**src/rtl/led_pattern_gen.sv**
```systemverilog
// Multi-mode LED pattern generator. Buttons are synchronised and debounced, a prescaler
// paces pattern steps, and the step index maps to an LED image per mode.
module led_pattern_gen #(
  parameter int N_LEDS  = 8,
  parameter int N_BTN   = 7,
  parameter int CTR_LSB = 20,
  parameter int SPD_MAX = 3,
  parameter int DB_BITS = 16
) (
  input  logic              clk,
  input  logic              rst,
  input  logic [N_BTN-1:0]  btn,
  output logic [N_LEDS-1:0] led,
  output logic [1:0]        mode,
  output logic              paused,
  output logic              tick
);
  // mode     | meaning
  // M_BOUNCE | single lit LED sweeps up then back down
  // M_ROTATE | single lit LED rotates upward
  // M_COUNT  | binary count of the step index
  // M_BAR    | bar graph growing from all-off to all-on
  typedef enum logic [1:0] {M_BOUNCE, M_ROTATE, M_COUNT, M_BAR} mode_e;

  localparam int SW = (SPD_MAX > 0) ? $clog2(SPD_MAX + 1) : 1;
  localparam logic [SW-1:0]     SPD_TOP     = SW'(SPD_MAX);
  localparam logic [N_LEDS-1:0] ONE         = N_LEDS'(1);
  localparam logic [N_LEDS-1:0] N_V         = N_LEDS'(N_LEDS);
  localparam logic [N_LEDS-1:0] BOUNCE_FOLD = N_LEDS'(2 * N_LEDS - 2);
  localparam logic [N_LEDS-1:0] BOUNCE_LAST = N_LEDS'(2 * N_LEDS - 3);
  localparam logic [N_LEDS-1:0] ROTATE_LAST = N_LEDS'(N_LEDS - 1);

  logic [3:0]         sync1_q, sync2_q, db_lvl_q, db_dly_q, press;
  logic [DB_BITS-1:0] db_cnt_q [4];
  logic [CTR_LSB-1:0] pre_q, pre_d, pre_term;
  logic [SW-1:0]      spd_q, spd_d;
  logic [N_LEDS-1:0]  pos_q, pos_d, pos_last, led_q, led_d, bidx;
  mode_e              mode_q, mode_d;
  logic               paused_q, paused_d, step, unused_btn;

  // Only btn[3:0] are wired to functions; the rest are intentionally ignored.
  assign unused_btn = ^btn;

  always_ff @(posedge clk or posedge rst) begin
    if (rst) begin
      sync1_q  <= '0;
      sync2_q  <= '0;
      db_lvl_q <= '0;
      db_dly_q <= '0;
      for (int i = 0; i < 4; i++) db_cnt_q[i] <= '0;
    end else begin
      sync1_q  <= btn[3:0];
      sync2_q  <= sync1_q;
      db_dly_q <= db_lvl_q;
      for (int i = 0; i < 4; i++) begin
        if (sync2_q[i] == db_lvl_q[i]) begin
          db_cnt_q[i] <= '0;
        end else if (&db_cnt_q[i]) begin
          db_cnt_q[i] <= '0;
          db_lvl_q[i] <= sync2_q[i];
        end else begin
          db_cnt_q[i] <= db_cnt_q[i] + DB_BITS'(1);
        end
      end
    end
  end

  assign press = db_lvl_q & ~db_dly_q;

  always_comb begin
    pre_term = {CTR_LSB{1'b1}} >> spd_q;
    // A mode press outranks a step landing in the same cycle.
    step     = (pre_q == pre_term) && !paused_q && !press[0];

    spd_d = spd_q;
    if (press[1] && !press[2] && spd_q != SPD_TOP)   spd_d = spd_q + SW'(1);
    else if (press[2] && !press[1] && spd_q != '0)   spd_d = spd_q - SW'(1);

    if (press[0] || (spd_d != spd_q) || (pre_q == pre_term)) pre_d = '0;
    else                                                   pre_d = pre_q + CTR_LSB'(1);

    mode_d   = press[0] ? mode_e'(mode_q + 2'd1) : mode_q;
    paused_d = paused_q ^ press[3];

    case (mode_q)
      M_BOUNCE: pos_last = BOUNCE_LAST;
      M_ROTATE: pos_last = ROTATE_LAST;
      M_COUNT:  pos_last = '1;
      default:  pos_last = N_V;
    endcase

    pos_d = pos_q;
    if (press[0])  pos_d = '0;
    else if (step) pos_d = (pos_q == pos_last) ? '0 : pos_q + N_LEDS'(1);

    bidx = (pos_q < N_V) ? pos_q : BOUNCE_FOLD - pos_q;
    case (mode_q)
      M_BOUNCE: led_d = ONE << bidx;
      M_ROTATE: led_d = ONE << pos_q;
      M_COUNT:  led_d = pos_q;
      default:  led_d = ~({N_LEDS{1'b1}} << pos_q);
    endcase
  end

  always_ff @(posedge clk or posedge rst) begin
    if (rst) begin
      pre_q    <= '0;
      spd_q    <= '0;
      pos_q    <= '0;
      mode_q   <= M_BOUNCE;
      paused_q <= 1'b0;
      led_q    <= '0;
    end else begin
      pre_q    <= pre_d;
      spd_q    <= spd_d;
      pos_q    <= pos_d;
      mode_q   <= mode_d;
      paused_q <= paused_d;
      led_q    <= led_d;
    end
  end

  assign led    = led_q;
  assign mode   = mode_q;
  assign paused = paused_q;
  assign tick   = step;

endmodule

```
**config.mk**
```make
export PLATFORM = sky130hd
export DESIGN_NAME = led_pattern_gen
export DESIGN_NICKNAME = d
export VERILOG_FILES = /design/src/rtl/led_pattern_gen.sv
export SDC_FILE = /design/constraint.sdc
export NUM_CORES = 1
export LEC_CHECK = 0
export CELL_PAD_IN_SITES_DETAIL_PLACEMENT = 0
export CELL_PAD_IN_SITES_GLOBAL_PLACEMENT = 1
export CORE_ASPECT_RATIO = 1.2
export CORE_UTILIZATION = 52
export DETAILED_ROUTE_END_ITERATION = 10
export GPL_ROUTABILITY_DRIVEN = 0
export GPL_TIMING_DRIVEN = 0
export MAX_ROUTING_LAYER = met4
export PLACE_DENSITY = 0.92
export SYNTH_ARGS = -nofsm -noshare
export SYNTH_HDL_FRONTEND = slang
export SYNTH_SLANG_ARGS = --single-unit
```
**constraint.sdc**
```tcl
create_clock -name clk -period 13 [get_ports clk]
set_clock_uncertainty 0.05 [all_clocks]
set_input_delay 2.6 -clock clk [delete_from_list [all_inputs] [get_ports clk]]
set_output_delay 2.6 -clock clk [all_outputs]
set_load 0.02 [all_outputs]
```
==> flow_metrics.tcl <==
set metrics [dict create \
    synth_cell_type_count 61 \
    netlist_area_um2 6070 \
    cts_hold_buf 0 \
    dp_hpwl_mm 8.00 \
    worst_slew_pin_slew_ns 0.631 \
    power_density_nw_per_um2 120 \
    fillers 885 \
    insertion_delay_ns 0.41 \
    dp_slack_ns 8.09 \
    startpoint_type "flip-flop" \
    die_area_um2 12100 \
    ys.flop_type "dfrtp_1" \
    whs_ns 0.297 \
    yosysTopAreaCellShare_pct 49.9 \
    wl_per_cell_um 14.3 \
    area_growth_pct 15.7 \
    crit_fanout 9 \
    yosysWarnings 0 \
    multiInputGateArea_um2 2850 \
    io_buffers 17 \
    layout-drive-gt1-share_pct 8.68 \
    synth_fp_nets 640 \
    leakagePower_nw 3.05 \
    hp-class "flip-flop to flip-flop" \
    fp.dieW_um 101 \
    grt_setup_unrepaired "no" \
    core_area_um2 11200 \
    post_cts_resized 0 \
    wl_mm 11.7 \
    grt_max_degree 64 \
    max_freq_mhz 188 \
    regArea_um2 3030 \
    hold_viol_final 0 \
    crit_path_cell_trace "inv_1, ha_1, xor2_1, nor4_2, nand4b_2, nor2_1, clkdlybuf4s50_1" \
    drv_slew 0 \
    drtAntennaViolNets 0 \
    avgSynthCellArea_um2 9.83 \
    nNetsFinal 677 \
    cts-buffers-inserted 17 \
    slew_headroom_pct 57.2 \
    max_stage_delay_ns 0.62 \
    cts_max_level 4 \
    cts_max_path_buffers 2 \
    cts_num_sinks 121 \
    grt_pass1_vias 4552 \
    postPlaceCellArea_um2 6470 \
    firstDrtPassIters 5 \
    fin_crit_ns 5.33 \
    final_util_pct 62.8 \
    synth_seq_area_share_pct 49.9 \
    dp.cells 790 \
    clk_pin_slew_worst_paths_ns 0.05 \
    antenna_found_initial 0 \
    cts_tree "yes" \
    cp_slowest_cell "clkdlybuf4s50_1" \
    ys_ff_latch 121 \
    r2r-start "mode[1]" \
    io_pins 21 \
    cp.required_ns 10.35 \
    max_cap_violations 0 \
    grt_pass1_wl_mm 20.7 \
    drc 0 \
    synth_edf_count 0 \
    vdd_drop_max_v 0.0000836 \
    die-height_um 120 \
    outcome "completed" \
    finalSetupViolCount 0 \
    min_from "sync1_q[1]" \
    num_vias 4503 \
    track_usage_pct 22.3 \
    synth_top_area_cell "dfrtp_1" \
    tns_ns 0 \
    via_per_inst 5.48 \
    antenna_cells 0 \
    critPathKind "flip-flop to primary output" \
    fin_area_um2 7030 \
    cp.arrival_ns 2.68 \
    critPathCaptureType "primary output" \
    min_period_over_period_pct 41.0 \
    drtIter0Drc 246 \
    power.total_mw 0.840 \
    synth_area_leaders "dfrtp_1 (50%), nor2_1 (6.4%), xnor2_1 (6.2%)" \
    root_buffer "clkbuf_16" \
    syn_inst 618 \
    crit_start "spd_q[1]" \
    start_util_pct 54.3 \
    rows 42 \
    postCtsSetupRepairBufs 0 \
    grt-ovfl-total 0 \
    instances_no_fill 822 \
    async_flop_share_pct 100 \
    setup_ws_ns 7.67 \
]
Yosys cell counts (13+ instances only):
| cell | n |
|---|---|
| inv_1 | 23 |
| clkbuf_1 | 17 |
| xor2_1 | 43 |
| nand4_1 | 19 |
| nor2_1 | 104 |
| nand2_1 | 38 |
| xnor2_1 | 43 |
| dfrtp_1 | 121 |
| ha_1 | 13 |
| a21oi_1 | 18 |
| nand3_1 | 35 |
registers in the layout, indices dropped and copies added (netlist names):
| name | flops |
|---|---|
| pre_q | 20 |
| sync1_q | 4 |
| sync2_q | 4 |
| paused | 1 |
| pos_q | 8 |
| db_cnt_q | 64 |
| led | 8 |
| spd_q | 2 |
| mode | 2 |
| db_dly_q | 4 |
| db_lvl_q | 4 |
final timing paths:
| kind | end | slack (ns) | depth (start not counted) |
|---|---|---|---|
| setup / recovery | tick | 7.67 | 7 |
| hold / removal | sync2_q[1] | 0.30 | 0 |
| setup reg to reg | led[1] | 10.55 | 8 |
| hold reg to reg | sync2_q[1] | 0.30 | 0 |
| max in group asynchronous | led[0] | 9.65 | 3 |
| min in group asynchronous | db_cnt_q[19] | 2.58 | 2 |
layout by cell type (no fill, tap or decap), types with 10 or more instances in the layout:
cell type	instances
clkbuf_16	17
nand4_1	19
nor3_1	10
o21ai_0	10
xor2_1	43
and3_1	10
clkbuf_1	18
nor2_1	104
xnor2_1	43
inv_1	22
a21oi_1	18
nand3_1	35
nand2_1	38
clkdlybuf4s50_1	17
ha_1	13
and4_1	10
dfrtp_1	121
kinds of logic after synthesis:
group           share of synthesized area [%]
flops                                    49.9
compound gates                           8.03
buf+inv                                  3.28
xor+xnor                                 12.4
mux                                     0.906
fa+ha+maj                                2.68
simple gates                             22.8
cell type report:
type	count	share of cell area [%]
Timing Repair Buffer	18	2.81
Clock inverter	12	1.44
Buffer	25	1.60
Clock buffer	20	6.50
Inverter	23	1.30
Multi-Input combinational cell	449	40.5
Sequential cell	121	43.1
Tap cell	154	2.74
power breakdown:
part / internal, mW / total, mW / switching [mW]
combinational: 0.00645 / 0.0204 / 0.0139
sequential: 0.381 / 0.384 / 0.00296
clock: 0.271 / 0.435 / 0.164
total: 0.658 / 0.840 / 0.181
metal layers:
| metal | up-vias | share of wire (%) | track usage, % |
|---|---|---|---|
| met1 | 2211 | 46 | 27.3 |
| met5 | - | 0 | - |
| li1 | 2196 | - | - |
| met2 | 77 | 50 | 36.2 |
| met3 | 19 | 2.7 | 4.34 |
| met4 | 0 | 1.7 | 9.15 |
worst max-delay path: cells and delay by family (launching register included):
family	cells	cell delay (ns)
AND/OR/NAND/NOR	3	0.77
buffers and inverters	2	0.68
flip-flops	1	0.41
XOR/XNOR	1	0.19
adder cells (fa/ha/maj)	1	0.23
(Power assumes the default switching activity.)
